===== src/rtl/dibit_frame_serializer_pkg.sv =====
// Shared types and constants for the dibit frame serializer.
package dibit_frame_serializer_pkg;

    typedef logic [1:0] dibit_t;

    typedef enum logic [1:0] {
        IDLE,
        PRE,
        PAY,
        GAP
    } state_t;

    localparam dibit_t PREAMBLE   = 2'b11;
    localparam int     FRAME_BITS = 16;

endpackage


===== src/rtl/dibit_frame_serializer_if.sv =====
// Source-side dibit push handshake: a word moves when din_valid && din_ready.
interface dibit_frame_serializer_if;
    import dibit_frame_serializer_pkg::*;

    dibit_t din;
    logic   din_valid;
    logic   din_ready;

    modport master (output din, output din_valid, input din_ready);
    modport slave  (input din, input din_valid, output din_ready);
endinterface


===== src/rtl/dibit_frame_serializer_dibit_fifo.sv =====
// Synchronous dibit FIFO with a registered read head and synchronous flush.
module dibit_fifo
    import dibit_frame_serializer_pkg::*;
#(
    parameter int DEPTH = 8
) (
    input  logic                     clk,
    input  logic                     reset,
    input  logic                     push,
    input  dibit_t                   wr_data,
    input  logic                     pop,
    output dibit_t                   rd_data,
    output logic [$clog2(DEPTH):0]   count,
    output logic                     ready
);
    localparam int AW = $clog2(DEPTH);
    localparam int CW = AW + 1;

    dibit_t          mem [DEPTH];
    logic [AW-1:0]   wr_ptr_q, wr_ptr_d;
    logic [AW-1:0]   rd_ptr_q, rd_ptr_d;
    logic [CW-1:0]   count_q, count_d;
    dibit_t          head_q, head_d;

    always_comb begin
        wr_ptr_d = push ? wr_ptr_q + AW'(1) : wr_ptr_q;
        rd_ptr_d = pop  ? rd_ptr_q + AW'(1) : rd_ptr_q;
        count_d  = count_q + CW'(push) - CW'(pop);
        // Forward a word written into the slot that becomes the head this cycle.
        head_d   = (push && (wr_ptr_q == rd_ptr_d)) ? wr_data : mem[rd_ptr_d];
    end

    always_ff @(posedge clk) begin
        if (push) begin
            mem[wr_ptr_q] <= wr_data;
        end
    end

    always_ff @(posedge clk) begin
        if (reset) begin
            wr_ptr_q <= '0;
            rd_ptr_q <= '0;
            count_q  <= '0;
            head_q   <= '0;
        end else begin
            wr_ptr_q <= wr_ptr_d;
            rd_ptr_q <= rd_ptr_d;
            count_q  <= count_d;
            head_q   <= head_d;
        end
    end

    assign rd_data = head_q;
    assign count   = count_q;
    assign ready   = (count_q < CW'(DEPTH));

endmodule


===== src/rtl/dibit_frame_serializer.sv =====
// Dibit-to-serial framer: "11" preamble, 16 payload bits, zero gap.
// Optional 16-bit frame counter output enabled by DIBIT_FRAME_SERIALIZER_FRAME_CNT_EN.
module dibit_frame_serializer
    import dibit_frame_serializer_pkg::*;
#(
    parameter int PAYLOAD_DIBITS = 8,
    parameter int FIFO_DEPTH     = 8,
    parameter int GAP_LEN        = 2
) (
    input  logic                         clk,
    input  logic                         reset,
    dibit_frame_serializer_if.slave      in_if,
    output logic                         ser_out,
    output logic                         busy,
`ifdef DIBIT_FRAME_SERIALIZER_FRAME_CNT_EN
    output logic [15:0]                  frame_cnt,
`endif
    output logic                         frame_done
);
    localparam int CW      = $clog2(FIFO_DEPTH) + 1;
    localparam int CNT_MAX = (FRAME_BITS > GAP_LEN) ? FRAME_BITS : GAP_LEN;
    localparam int CNT_W   = (CNT_MAX > 2) ? $clog2(CNT_MAX) : 1;

    state_t           state_q, state_d;
    logic [CNT_W-1:0] cnt_q, cnt_d;
    dibit_t           shreg_q, shreg_d;
    logic             ser_q, ser_d;
    logic             fd_q, fd_d;
    logic             pop;
    logic             push;
    logic             full_frame;
    dibit_t           head;
    logic [CW-1:0]    fifo_count;

    assign push = in_if.din_valid && in_if.din_ready;

    dibit_fifo #(.DEPTH(FIFO_DEPTH)) u_fifo (
        .clk     (clk),
        .reset   (reset),
        .push    (push),
        .wr_data (in_if.din),
        .pop     (pop),
        .rd_data (head),
        .count   (fifo_count),
        .ready   (in_if.din_ready)
    );

    assign full_frame = (fifo_count >= CW'(PAYLOAD_DIBITS));

    always_comb begin
        state_d = state_q;
        cnt_d   = cnt_q;
        shreg_d = shreg_q;
        ser_d   = 1'b0;
        fd_d    = 1'b0;
        pop     = 1'b0;
        case (state_q)
            IDLE: begin
                if (full_frame) begin
                    state_d = PRE;
                    cnt_d   = '0;
                end
            end
            PRE: begin
                ser_d = PREAMBLE[cnt_q[0]];
                if (cnt_q == CNT_W'(1)) begin
                    state_d = PAY;
                    cnt_d   = '0;
                    pop     = 1'b1;
                    shreg_d = head;
                end else begin
                    cnt_d = cnt_q + CNT_W'(1);
                end
            end
            PAY: begin
                ser_d = shreg_q[1];
                fd_d  = (cnt_q == CNT_W'(FRAME_BITS - 1));
                if (!cnt_q[0]) begin
                    shreg_d = {shreg_q[0], 1'b0};
                    cnt_d   = cnt_q + CNT_W'(1);
                end else if (cnt_q == CNT_W'(FRAME_BITS - 1)) begin
                    state_d = GAP;
                    cnt_d   = '0;
                end else begin
                    pop     = 1'b1;
                    shreg_d = head;
                    cnt_d   = cnt_q + CNT_W'(1);
                end
            end
            GAP: begin
                // The last gap cycle doubles as the idle launch check, so a
                // buffered frame follows after exactly GAP_LEN zero bits.
                if (cnt_q == CNT_W'(GAP_LEN - 1)) begin
                    cnt_d   = '0;
                    state_d = full_frame ? PRE : IDLE;
                end else begin
                    cnt_d = cnt_q + CNT_W'(1);
                end
            end
            default: state_d = IDLE;
        endcase
    end

    always_ff @(posedge clk) begin
        if (reset) begin
            state_q <= IDLE;
            cnt_q   <= '0;
            shreg_q <= '0;
            ser_q   <= 1'b0;
            fd_q    <= 1'b0;
        end else begin
            state_q <= state_d;
            cnt_q   <= cnt_d;
            shreg_q <= shreg_d;
            ser_q   <= ser_d;
            fd_q    <= fd_d;
        end
    end

    assign ser_out    = ser_q;
    assign frame_done = fd_q;
    assign busy       = (state_q != IDLE);

`ifdef DIBIT_FRAME_SERIALIZER_FRAME_CNT_EN
    logic [15:0] frame_cnt_q, frame_cnt_d;

    always_comb begin
        frame_cnt_d = fd_d ? frame_cnt_q + 16'd1 : frame_cnt_q;
    end

    always_ff @(posedge clk) begin
        if (reset) begin
            frame_cnt_q <= '0;
        end else begin
            frame_cnt_q <= frame_cnt_d;
        end
    end

    assign frame_cnt = frame_cnt_q;
`endif

endmodule


===== src/flat_wrapper.sv =====
// flat-port wrapper written by rule: the top's interface ports become plain ports
module dibit_frame_serializer_flat import dibit_frame_serializer_pkg::*;
#(
    parameter int PAYLOAD_DIBITS = 8,
    parameter int FIFO_DEPTH     = 8,
    parameter int GAP_LEN        = 2
)
  (clk, reset, ser_out, busy, frame_done, in_if_din, in_if_din_valid, in_if_din_ready);
  dibit_frame_serializer_if in_if_i ();
  input  logic clk;
  input  logic reset;
  output logic ser_out;
  output logic busy;
  output logic frame_done;
  input wire logic [$bits(in_if_i.din)-1:0] in_if_din;
  input wire logic [$bits(in_if_i.din_valid)-1:0] in_if_din_valid;
  output wire logic [$bits(in_if_i.din_ready)-1:0] in_if_din_ready;
  assign in_if_i.din = in_if_din;
  assign in_if_i.din_valid = in_if_din_valid;
  assign in_if_din_ready = in_if_i.din_ready;
  dibit_frame_serializer #(.PAYLOAD_DIBITS(PAYLOAD_DIBITS), .FIFO_DEPTH(FIFO_DEPTH), .GAP_LEN(GAP_LEN)) u_core (.clk(clk), .reset(reset), .in_if(in_if_i), .ser_out(ser_out), .busy(busy), .frame_done(frame_done));
endmodule

===== config.mk =====
export PLATFORM = sky130hd
export DESIGN_NAME = dibit_frame_serializer_flat
export DESIGN_NICKNAME = d
export VERILOG_FILES = /design/src/rtl/dibit_frame_serializer_pkg.sv /design/src/rtl/dibit_frame_serializer_if.sv /design/src/rtl/dibit_frame_serializer_dibit_fifo.sv /design/src/rtl/dibit_frame_serializer.sv /design/src/flat_wrapper.sv
export SDC_FILE = /design/constraint.sdc
export NUM_CORES = 1
export LEC_CHECK = 0
export CORE_MARGIN = 1.5
export CORE_UTILIZATION = 50
export DETAILED_ROUTE_END_ITERATION = 8
export GPL_TIMING_DRIVEN = 0
export PLACE_DENSITY = 0.68
export SYNTH_ARGS = -nofsm -noshare
export SYNTH_HDL_FRONTEND = slang
export SYNTH_SLANG_ARGS = --single-unit

===== constraint.sdc =====
create_clock -name clk -period 3.41 [get_ports clk]
set_input_delay 0.5115 -clock clk [delete_from_list [all_inputs] [get_ports clk]]
set_output_delay 0.5115 -clock clk [all_outputs]
set_load 0.02 [all_outputs]

Word level (Yosys, flattened, before mapping)
Memory sizes are Yosys's and may differ from the RTL's. A register that Yosys moved wholly into a read port is not among the register bits.
Cells that the tools add are included.
- register bits: 20
- RAM bits: 16
- input bits: 5
- logic and storage cells: 62
- memories: 1
- add/subtract/negate cells: 5
- order comparisons: 3
- eq/ne operators: 11
- multiplexer cells: 25
- bitwise logic cells: 1
- reductions and logical operators: 8
- memory list (name ; depth ; width ; read ports ; clocked after Yosys merged registers in ; wr ports ; RTL line ; text):
    u_core.u_fifo.mem ; 8 ; 2 ; 1 ; 1 ; 1 ; dibit_frame_serializer_dibit_fifo.sv:19 ; dibit_t mem [DEPTH];
- operators by type and width (cell ; number):
    2-bit two-way mux ; 8
    4-bit two-way mux ; 4
    4-bit one-hot mux with 3 select lines ; 1
    2-bit by 1-bit inequality test with 1-bit output (second input constant) ; 5
    2-bit one-hot mux with 4 select lines ; 1
    1-bit two-way mux ; 7
    3-bit by 1-bit adder with 3-bit output (second input constant) ; 2
    5-bit AND reduction ; 1
    4-bit by 1-bit adder with 4-bit output ; 1
    4-bit by 1-bit adder with 4-bit output (second input constant) ; 1
    2-bit == test (second input constant) ; 2
    4-bit by 1-bit == test with 1-bit output (second input constant) ; 1
    4-bit == test (second input constant) ; 1
    4-bit greater-or-equal comparator (second input constant) ; 1
    4-bit less-than comparator (second input constant) ; 1
    1-bit one-hot mux with 2 select lines ; 2
    2-bit one-hot mux with 2 select lines ; 1
    2-bit nonzero test ; 2
    2-bit OR reduction ; 2
    4-bit by 1-bit subtractor with 4-bit output ; 1
    3-bit two-way mux ; 1
    3-bit inequality test (second input constant) ; 1
    3-bit AND reduction ; 1
    2-bit by 1-bit == test with 1-bit output (second input constant) ; 1
    other kinds (4) ; 4

Longest topological paths before layout
Gate-level depths: netlist of run 1.
- word-level depth: 5
- mapped depth: 12

By module
A second synthesis of run 1 with hierarchy kept.
- cell total of the unflattened synthesis: 192
- area total of the unflattened synthesis: 2050.7 um^2
- modules (own cells, without submodules) (module ; instances ; cells an instance ; area each (um^2) ; seq. area each (um^2)):
    dibit_fifo ; 1 ; 122 ; 1408.9 ; 720.7
    dibit_frame_serializer ; 1 ; 70 ; 641.9 ; 200.2

Worst setup path after synthesis of run 1
No wires, ideal clock.
- path type: register -> register
- from: reg u_core.state_q[0]
- to: reg u_core.u_fifo.count_q[2] (netlist: u_core.u_fifo.count[2])
- setup time: 0.128 ns
- arrival time: 2.257 ns
- data required time: 3.282 ns
- setup slack: 1.025 ns
- cell stages (with the launch flop): 12
- buffers on the path: 0
- clock period less this slack: 2.385 ns
- cell sequence: dfxtp_1 > inv_1 > ha_1 > nand3_1 > o22ai_4 > ha_1 > inv_1 > ha_1 > inv_1 > fa_1 > xor2_1 > nor2_1
- longest elaborated chain between the ends: 3
- elaborated cells on any way between the ends: 4
- those cells by class: add/sub: 1; eq/ne: 2; mux: 1
- RTL lines (what ; RTL line ; text):
    from (decl) ; dibit_frame_serializer.sv:24 ; state_t state_q, state_d;
    from (signal assigned) ; dibit_frame_serializer.sv:112 ; state_q <= state_d;
    2-bit == test / 2-bit by 1-bit == test with 1-bit output (equally long branches) ; dibit_frame_serializer.sv:57 ; case (state_q)
    1-bit one-hot mux with 2 select lines * ; dibit_frame_serializer.sv:57 ;
    4-bit by 1-bit subtractor with 4-bit output * ; dibit_frame_serializer_dibit_fifo.sv:28 ; count_d = count_q + CW'(push) - CW'(pop);
    to (signal assigned) ; dibit_frame_serializer_dibit_fifo.sv:48 ; count_q <= count_d;
    to (decl) ; dibit_frame_serializer_dibit_fifo.sv:22 ; logic [CW-1:0] count_q, count_d;
Every way passes the cells marked *; elsewhere a longest branch is shown, timed or not.
A chain may end at the register's enable or synchronous reset.

Final worst setup path of run 1
- from: reg u_core.state_q[0]
- to: reg u_core.u_fifo.count_q[3] (netlist: u_core.u_fifo.count[3])
Same word-level chain as after synthesis.

==> reports/results.ini, run 1 <==
[floorplanning]
die-width_um=66.9
start_util_pct=51.4
io_pins=9
std_cell_rows=23
core_area_sq_um=3970
die_area_sq_um=4480
die_h_um=66.9

[grt]
grt_start_max_net_pins=14
grt.total_usage_pct=19.5
antenna_found_initial=0
grt_pass1_vias=1454
overflow=0
grt_pass1_wl_um=6280

[synthesis]
synthesis.nets=204
ys.flop_type=dfxtp_1
synthArstFlopShare_pct=0
syn_inst=184
yosysMostFrequentCell=nor2_1
ys_warn_count=0
synth_top_area_share_pct=23.5
synth_area_leaders=edfxtp_1 (24%), dfxtp_1 (22%), mux4_2 (8.8%)
synth-edff-count=16
synth_cell_types=38
ys_seq_elements=38
synthTopCellsByCount=nor2_1 (23), dfxtp_1 (22), edfxtp_1 (16), ha_1 (14)
syn_avg_cell_area_sq_um=11.1
ys_seq_area_share_pct=45.1
netlist_area_sq_um=2040
synth_top_cell_by_area=edfxtp_1

[setup_path]
cp_data_required_time_ns=3.58
path_cells=inv_1 > ha_1 > clkbuf_1 > nand3_1 > o22ai_4 > ha_1 > inv_1 > ha_1 > a21o_1 > a21oi_1 > xor2_1 > nor2_1
r2r_cells=12
cp-start-kind=register
path_buf_inv=3
slowest_stage=dfxtp_1
reg2reg_from=u_core.state_q[0]
timing_worst_setup_path_type=reg -> reg
cp_max_fo=8
path_delay_family=adder cells
crit_arrival_ns=2.84
critPathCaptureType=register
timing.rr.end=u_core.u_fifo.count[3]
worst-r2r-setup-slack_ns=0.74
cpPeakStageDelay_ns=0.35
path_common_cell=ha_1

[run_status]
outcome=finished clean

[drt]
final_antenna_net_count=0
wl_per_cell_um=14.9
first_iter_violations=52
routed_wl_um=3730
routed-via-count=1365
firstDrtPassIters=6
drc_errors=0
vias_per_cell=5.46

[power_and_ir_drop]
vdd_drop_max_mv=0.365
total_power_mw=1.46
power_density_nw_per_um2=630
leakagePower_nw=0.860

[cts]
cts_max_level=2
cts_sinks=38
root_buffer=clkbuf_8
cts_tree=done
holdBufCountCts=0
numCtsBuffers=5
path_clk_slew_ns=0.08
clk_latency_ns=0.29
clk_path_buf_depth=2
postCtsSetupBuffers=0
cts_resized=0

[layout]
drive_gt1_share_pct=11.5
multi_input_area_sq_um=1040
layout.nets=219
num-fill-cells=335
syn_to_final_growth_pct=13.7
regArea_sq_um=921
final_core_util_pct=58.5
stdcell_count=250
diodes=0

[timing]
worst_pin_slew_ns=0.560
finalSetupViolCount=0
rsz0062_at_grt=no
finalCriticalPeriod_ns=2.67
maxSlewViolCount=0
setup-tns-final_ns=0
fin_crit_sh_pct=78.4
finalHoldViolCount=0
fmax_mhz=374
slew_headroom_pct=62.7
skew_ns=0.00354

[run]
drv_cap=0

[min_path]
hp-class=reg -> reg
hold_path_depth=2
hp-start=u_core.u_fifo.rd_data[0]
hold_path_end=u_core.shreg_q[0]

[placed_design]
post-place-cells=242
io_buffers=8
dpl.hpwl_um=2810
place.gp.congestion=0.771

[cell usage in the layout (no fill, tap or decap), drive strengths merged, types with 2 or more instances in the layout]
cell type / instances
edfxtp: 16
mux4: 8
nor2b: 3
o22ai: 2
nand2: 10
nand3: 4
xor2: 3
ha: 14
inv: 11
clkdlybuf4s50: 8
bufinv: 2
mux2i: 11
xnor2: 6
a21o: 2
clkbuf: 14
nor2: 23
dfxtp: 22
nor3: 7
a21oi: 10
nor4: 2
nand2b: 5
[worst min-delay path, delay by kind of cell (launching register included)]
family             cells  cell delay [ns]
AOI/OAI and AO/OA      1             0.06
DFF                    1             0.31
and+or+nand+nor        1             0.06
[cell type report]
class                   count  area share [%]
well taps                  50            2.69
plain buffers              10            1.78
clock inverters             3            2.96
multi-input cells         125            44.7
flip-flops and latches     38            39.6
repair buffers              8            3.45
clock buffers               5            2.96
inverters                  11            1.78
[routing by layer]
metal | vias to the layer above | global-route usage (%) | wire length (um)
met4 | 0 | 11.7 | 78
met1 | 661 | 21.6 | 1640
met3 | 11 | 4.05 | 113
met2 | 19 | 34.0 | 1900
met5 | - | 0 | 0
li1 | 674 | - | -
[worst max-delay path by stage]
stage / slack [ns] / startpoint / depth (start not counted) / endpoint
3_5_place_dp: 0.53 / in_if_din_valid / 10 / u_core.u_fifo.count[2]
5_1_grt: 0.54 / u_core.state_q[0] / 12 / u_core.u_fifo.count[2]
3_3_place_gp: 0.60 / in_if_din_valid / 10 / u_core.u_fifo.count[2]
4_1_cts: 0.73 / u_core.state_q[0] / 12 / u_core.u_fifo.count[3]
2_1_floorplan: 1.03 / u_core.state_q[0] / 11 / u_core.u_fifo.count[2]
6_report: 0.74 / u_core.state_q[0] / 12 / u_core.u_fifo.count[3]
[kinds of logic after synthesis]
logic type,count (synthesis),share of synthesized area [%]
buf+inv,21,4.04
xor+xnor,9,4.78
compound gates,21,7.17
simple gates,61,15.2
mux,19,14.2
flops,38,45.1
fa+ha+maj,15,9.55
[report_power, final]
part	internal, mW	switching, mW	leakage [nW]
logic	0.190	0.250	0.467
registers	0.527	0.0366	0.324
clock network	0.293	0.168	0.0683
[flip-flops by register name, indices dropped and copies added, names as in the netlist]
name / count
u_core.cnt_q: 4
u_core.shreg_q: 2
u_core.u_fifo.wr_ptr_q: 3
u_core.ser_out: 1
u_core.frame_done: 1
u_core.u_fifo.mem: 16
u_core.u_fifo.rd_data: 2
u_core.u_fifo.rd_ptr_q: 3
u_core.u_fifo.count: 4
u_core.state_q: 2
[stage by stage]
stage,setup WS (ns),hold WS (ns),cell area [sq um]
2_1_floorplan,1.03,0.433,2040
3_3_place_gp,0.601,0.457,2190
3_5_place_dp,0.531,0.461,2190
4_1_cts,0.733,0.478,2320
5_1_grt,0.536,0.492,2320
6_report,0.738,0.482,2320
No activity file was read; power rests on OpenSTA's default activity.
==> inputs of run 2 (changes only) <==
- clock period: 3.41 -> 2.5 ns (I/O delays scaled with it)
==> run 2 against run 1 <==
Net effect:
- combinational power grew 45%
- critical path depth shrank 1
- first-iteration DRC count grew 21%
- worst setup slack lost 0.63 ns
- largest cell class unchanged
==> reports/results.ini, run 2 (synthesis results as in run 1) <==
[setup_path]
timing_worst_setup_path_type=reg -> reg
cp-start-kind=register
cpPeakStageDelay_ns=0.41  ; +0.06 ns
endpoint=u_core.u_fifo.count[2]
r2r_cells=11  ; -1
cp_max_fo=4  ; -4
path_buf_inv=3  ; unchanged
timing.rr.end=u_core.u_fifo.count[2]
path_delay_family=adder cells
reg2reg_from=u_core.cnt_q[1]
crit_arrival_ns=2.55  ; -0.29 ns
cp_data_required_time_ns=2.66  ; -0.92 ns
slowest_stage=or3b_4
worst-r2r-setup-slack_ns=0.11  ; -0.63 ns
cp-startpoint=u_core.cnt_q[1]
path_common_cell=inv_1
crit_cells=11  ; -1
path_cells=inv_1 > ha_1 > or3b_4 > o22ai_4 > ha_4 > inv_1 > ha_2 > inv_1 > fa_1 > xor2_1 > nor2_1
critPathCaptureType=register

[grt]
grt_start_max_net_pins=14  ; unchanged
grtUsageMet1_pct=21.4  ; -0.24 points
grt_pass1_vias=1475  ; +1.4%
antenna_found_initial=0  ; unchanged
top_usage_layer=met2
grtUsageMet3_pct=4.05  ; unchanged
grt.total_usage_pct=19.6  ; +0.14 points
grt_pass1_wl_um=6330  ; +0.76%
overflow=0  ; unchanged
use_met2_pct=34.8  ; +0.75 points

[cts]
root_buffer=clkbuf_8
path_clk_slew_ns=0.08  ; about the same
holdBufCountCts=0  ; unchanged
numCtsBuffers=5  ; unchanged
clk_latency_ns=0.29  ; about the same
cts_tree=done
cts_max_level=2  ; unchanged
clk_path_buf_depth=2  ; unchanged
cts_sinks=38  ; unchanged

[drt]
final_antenna_net_count=0  ; unchanged
wl_per_cell_um=15.1  ; +1.2%
firstDrtPassIters=4  ; -2
vias_per_cell=5.45  ; -0.20%
first_iter_violations=63  ; +21%
routed_wl_um=3830  ; +2.8%
routed-via-count=1384  ; +1.4%
drc_errors=0  ; unchanged

[layout]
diodes=0  ; unchanged
drive_gt1_share_pct=19.1  ; +7.6 points
syn_to_final_growth_pct=18.0
layout.nets=223  ; +1.8%
layout_common_cells=nor2_1 (23), dfxtp_1 (19), edfxtp_1 (16), mux2i_1 (11)
largest_reg_flops=16  ; unchanged
stdcell_count=254  ; +1.6%
num-fill-cells=332  ; -0.90%
top_register=u_core.u_fifo.mem
mostFrequentLayoutCell=nor2_1

[timing]
finalHoldViolCount=0  ; unchanged
worst_pin_slew_ns=0.559  ; -0.00113 ns
fin_ws_ns=0.110  ; -0.628 ns
finalCriticalPeriod_ns=2.39  ; -0.282 ns
fin_crit_sh_pct=95.6  ; +17 points
fmax_mhz=418  ; +12%
setup-tns-final_ns=0  ; unchanged
skew_ns=0.00527  ; +0.00173 ns
finalSetupViolCount=0  ; unchanged
slew_headroom_pct=62.8  ; +0.076 points
maxSlewViolCount=0  ; unchanged

[placed_design]
dpl.hpwl_um=2810  ; unchanged
post-place-cells=242  ; unchanged
place.gp.congestion=0.771  ; unchanged
io_buffers=8  ; unchanged
place_ws_ns=-0.243  ; -0.773 ns

[floorplanning]
die_h_um=66.9  ; unchanged
die-width_um=66.9  ; unchanged
core_area_sq_um=3970  ; unchanged
io_pins=9  ; unchanged
std_cell_rows=23  ; unchanged
start_util_pct=51.4  ; unchanged
die_area_sq_um=4480  ; unchanged

[power_and_ir_drop]
total_power_mw=2.05  ; +40%
intPower_mw=1.41  ; +40%
vdd_drop_max_mv=0.491  ; +34%
p_switching_mw=0.636  ; +40%
p_clk_share_pct=30.7  ; -0.8 points
p_comb_share_pct=31.2  ; +1.1 points
p_seq_share_pct=38.1  ; -0.4 points
leakagePower_nw=0.885  ; +2.9%
power_density_nw_per_um2=850  ; +35%
sw_frac_of_total_pct=31.0  ; about the same

[run_status]
outcome=finished clean

[run]
drv_cap=0  ; unchanged

[min_path]
hp-class=reg -> reg

run 2: power by group through the flow:
stage	clock, mW	combinational [mW]	sequential (mW)
floorplan	0	0.460	0.770
global placement	0	0.572	0.776
detailed placement	0	0.598	0.782
CTS	0.636	0.636	0.776
global route	0.666	0.710	0.789
finish	0.629	0.640	0.780
run 2: worst min path at each step:
stage,startpoint,to,cells after the start
after floorplan,u_core.u_fifo.rd_data[0],u_core.shreg_q[0],2
after global placement,u_core.shreg_q[0],u_core.shreg_q[0],2
after detailed placement,u_core.u_fifo.rd_data[0],u_core.shreg_q[0],2
after CTS,u_core.u_fifo.rd_data[0],u_core.shreg_q[0],2
after global routing,u_core.shreg_q[0],u_core.shreg_q[0],2
final,u_core.u_fifo.rd_data[0],u_core.shreg_q[0],2
run 2: worst register-to-register path, cell delays in order, from the launching register on:
cell and delay, ns:
dfxtp_2 0.34, inv_1 0.06, ha_1 0.13, or3b_4 0.41, o22ai_4 0.19, ha_4 0.24
inv_1 0.06, ha_2 0.17, inv_1 0.05, fa_1 0.40, xor2_1 0.16, nor2_1 0.05
run 2: layout make-up:
type | instances | area [sq um] | area share [%]
well taps | 50 | 62.6 | 2.59
flip-flops and latches | 38 | 930 | 38.6
repair buffers | 13 | 118 | 4.88
clock buffers | 5 | 68.8 | 2.85
clock inverters | 3 | 68.8 | 2.85
multi-input cells | 125 | 1080 | 45.0
inverters | 11 | 41.3 | 1.71
plain buffers | 9 | 37.5 | 1.56
run 2: repair_timing:
action / in CTS / in global routing
setup endpoints to repair: 5 / 5
endpoints found under the hold margin: 0 / 0
buffers inserted: 1 / 4
pin swaps: 1 / 4
gates resized for setup: 9 / 7
run 2: metal layers:
metal  routed length (um)  up-vias
li1                     -      682
met1                 1680      670
met2                 1960       18
met3                   90       14
met4                  109        0
met5                    0        -
run 2: per-stage QoR:
step,cell area [sq um],hold WS [ns],utilization (%)
finish,2410,0.480,60.7
global route,2410,0.492,60.7
CTS,2360,0.478,59.4
detailed placement,2190,0.461,55.0
global placement,2190,0.457,55.0
floorplan,2040,0.433,-
==> inputs of run 3 (changes only) <==
- CORE_MARGIN: 1.5 -> 2
- SLEW_MARGIN: unset -> 40
==> run 3 against run 2 <==
Net effect:
- clock-buffer cell count unchanged
- fmax grew 0.15%
- final cell count grew 0.39%
- utilization hardly changed
- critical endpoint is now u_core.u_fifo.count[3]
- largest cell class unchanged
- largest power group unchanged
==> reports/results.ini, run 3 (synthesis results as in run 1) <==
[run_status]
outcome=finished clean

[power_and_ir_drop]
leakagePower_nw=0.883  ; -0.20%
p_seq_share_pct=39.6  ; +1.5 points
intPower_mw=1.32  ; -6.4%
power_density_nw_per_um2=818  ; -3.7%
p_switching_mw=0.651  ; +2.4%
p_comb_share_pct=34.1  ; +2.9 points
sw_frac_of_total_pct=33.0  ; +1.9 points
p_clk_share_pct=26.3  ; -4.4 points
vdd_drop_max_mv=0.421  ; -14%

[grt]
grt_start_max_net_pins=13  ; -1
grt.total_usage_pct=19.5  ; -0.15 points
antenna_found_initial=0  ; unchanged
grt_pass1_vias=1447  ; -1.9%
grt_pass1_wl_um=6420  ; +1.4%
overflow=0  ; unchanged

[timing]
finalSetupViolCount=0  ; unchanged
slew_headroom_pct=58.7  ; -4.0 points
fmax_mhz=419  ; +0.15%
skew_ns=0.00597  ; +0.000705 ns
rsz0062_at_grt=yes
finalCriticalPeriod_ns=2.39  ; -0.00348 ns
setup-tns-final_ns=0  ; unchanged
whs_ns=0.476  ; -0.00439 ns
fin_crit_sh_pct=95.5  ; -0.14 points
finalHoldViolCount=0  ; unchanged
worst_pin_slew_ns=0.619  ; +0.0607 ns
maxSlewViolCount=0  ; unchanged

[layout]
stdcell_count=255  ; +0.39%
largest_reg_flops=16  ; unchanged
mostFrequentLayoutCell=nor2_1
layout.nets=224  ; +0.45%
layout_common_cells=nor2_1 (23), dfxtp_1 (18), edfxtp_1 (16)
diodes=0  ; unchanged
top_register=u_core.u_fifo.mem
syn_to_final_growth_pct=18.1  ; about the same
drive_gt1_share_pct=22.9  ; +3.8 points

[floorplanning]
die-width_um=67.9  ; +1.5%
core_area_sq_um=3970  ; unchanged
std_cell_rows=23  ; unchanged
io_pins=9  ; unchanged
start_util_pct=51.4  ; unchanged
die_area_sq_um=4610  ; +3.0%
die_h_um=67.9  ; +1.5%

[run]
drv_cap=0  ; unchanged

[placed_design]
dpl.hpwl_um=2890  ; +2.9%
post-place-cells=242  ; unchanged
place.gp.congestion=0.736  ; -4.6%
io_buffers=8  ; unchanged

[drt]
final_antenna_net_count=0  ; unchanged
vias_per_cell=5.67  ; +4.0%
firstDrtPassIters=4  ; unchanged
routed-via-count=1445  ; +4.4%
drc_errors=0  ; unchanged
wl_per_cell_um=15.6  ; +3.3%
first_iter_violations=57  ; -9.5%
routed_wl_um=3980  ; +3.7%

[setup_path]
timing_worst_setup_path_type=reg -> reg
r2r_cells=11  ; unchanged
reg2reg_from=u_core.cnt_q[1]
critPathCaptureType=register
cp_data_required_time_ns=2.67  ; about the same
timing.rr.end=u_core.u_fifo.count[3]
cp-start-kind=register
cp-startpoint=u_core.cnt_q[1]
cp_max_fo=4  ; unchanged
worst-r2r-setup-slack_ns=0.11  ; about the same
crit_arrival_ns=2.56  ; about the same

[cts]
numCtsBuffers=5  ; unchanged
cts_tree=done
cts_max_level=2  ; unchanged
path_clk_slew_ns=0.08  ; about the same
cts_sinks=38  ; unchanged
clk_path_buf_depth=2  ; unchanged
root_buffer=clkbuf_8
clk_latency_ns=0.30  ; about the same

[min_path]
hold_path_end=u_core.shreg_q[0]
hold_path_depth=2  ; unchanged
hp-class=reg -> reg
hp-start=u_core.u_fifo.rd_data[0]

==> run 3: cell types whose count changed in the layout (fill, tap and decap cells not counted), sizes merged <==
cell	change
bufinv	-1
clkinv	+1
buf	+1
==> run 3: worst max path at each step <==
stage                        endpoint  slack (ns)
2_1_floorplan  u_core.u_fifo.count[2]        0.12
3_5_place_dp   u_core.u_fifo.count[2]       -0.24
5_1_grt        u_core.u_fifo.count[2]      -0.006
4_1_cts        u_core.u_fifo.count[2]        0.01
6_report       u_core.u_fifo.count[3]        0.11
3_3_place_gp   u_core.u_fifo.count[2]       -0.18
==> run 3: worst max-delay path, stage by stage (launching register included) <==
cell and delay [ns]:
dfxtp_4 0.36, inv_2 0.06, ha_4 0.11, or3b_4 0.41
o22ai_4 0.16, ha_1 0.24, inv_1 0.06, ha_1 0.28
a21o_1 0.18, a21oi_1 0.17, xor2_1 0.16, nor2_1 0.05
==> run 3: power groups by stage <==
stage               Sequential, mW  Clock (mW)  Combinational (mW)
finish                       0.782       0.520               0.673
floorplan                    0.770           0               0.460
CTS                          0.777       0.529               0.639
global route                 0.791       0.552               0.758
global placement             0.776           0               0.573
detailed placement           0.785           0               0.601
==> run 3: stage by stage <==
step / setup WS (ns) / util [%] / instance area [sq um] / total power, mW
after floorplan: 0.115 / - / 2040 / 1.23
after global placement: -0.183 / 55.0 / 2190 / 1.35
after detailed placement: -0.244 / 55.0 / 2190 / 1.39
after CTS: 0.0117 / 58.9 / 2340 / 1.94
after global routing: -0.00571 / 60.7 / 2410 / 2.10
final: 0.113 / 60.7 / 2410 / 1.97
==> run 3: timing repair <==
action                     in CTS  in global routing
hold endpoints to repair        0                  0
setup endpoints to repair       5                  5
buffers inserted                2                  4
resized for setup               9                 15
pin swaps                       2                  5
hold buffers                    0                  0
==> run 3: layout make-up <==
class	instances	area, sq um
inverters	11	41.3
clock inverters	3	40.0
plain buffers	9	37.5
clock buffers	5	68.8
repair buffers	14	125
fillers	325	1560
flip-flops and latches	38	933
well taps	50	62.6
multi-input cells	125	1100
==> run 3: layer usage <==
metal | up-vias | wire length [um] | track usage (%)
met5 | - | 0 | 0
met4 | 0 | 135 | 11.8
met3 | 17 | 177 | 3.45
met2 | 52 | 2050 | 34.5
met1 | 688 | 1610 | 21.6
li1 | 688 | - | -
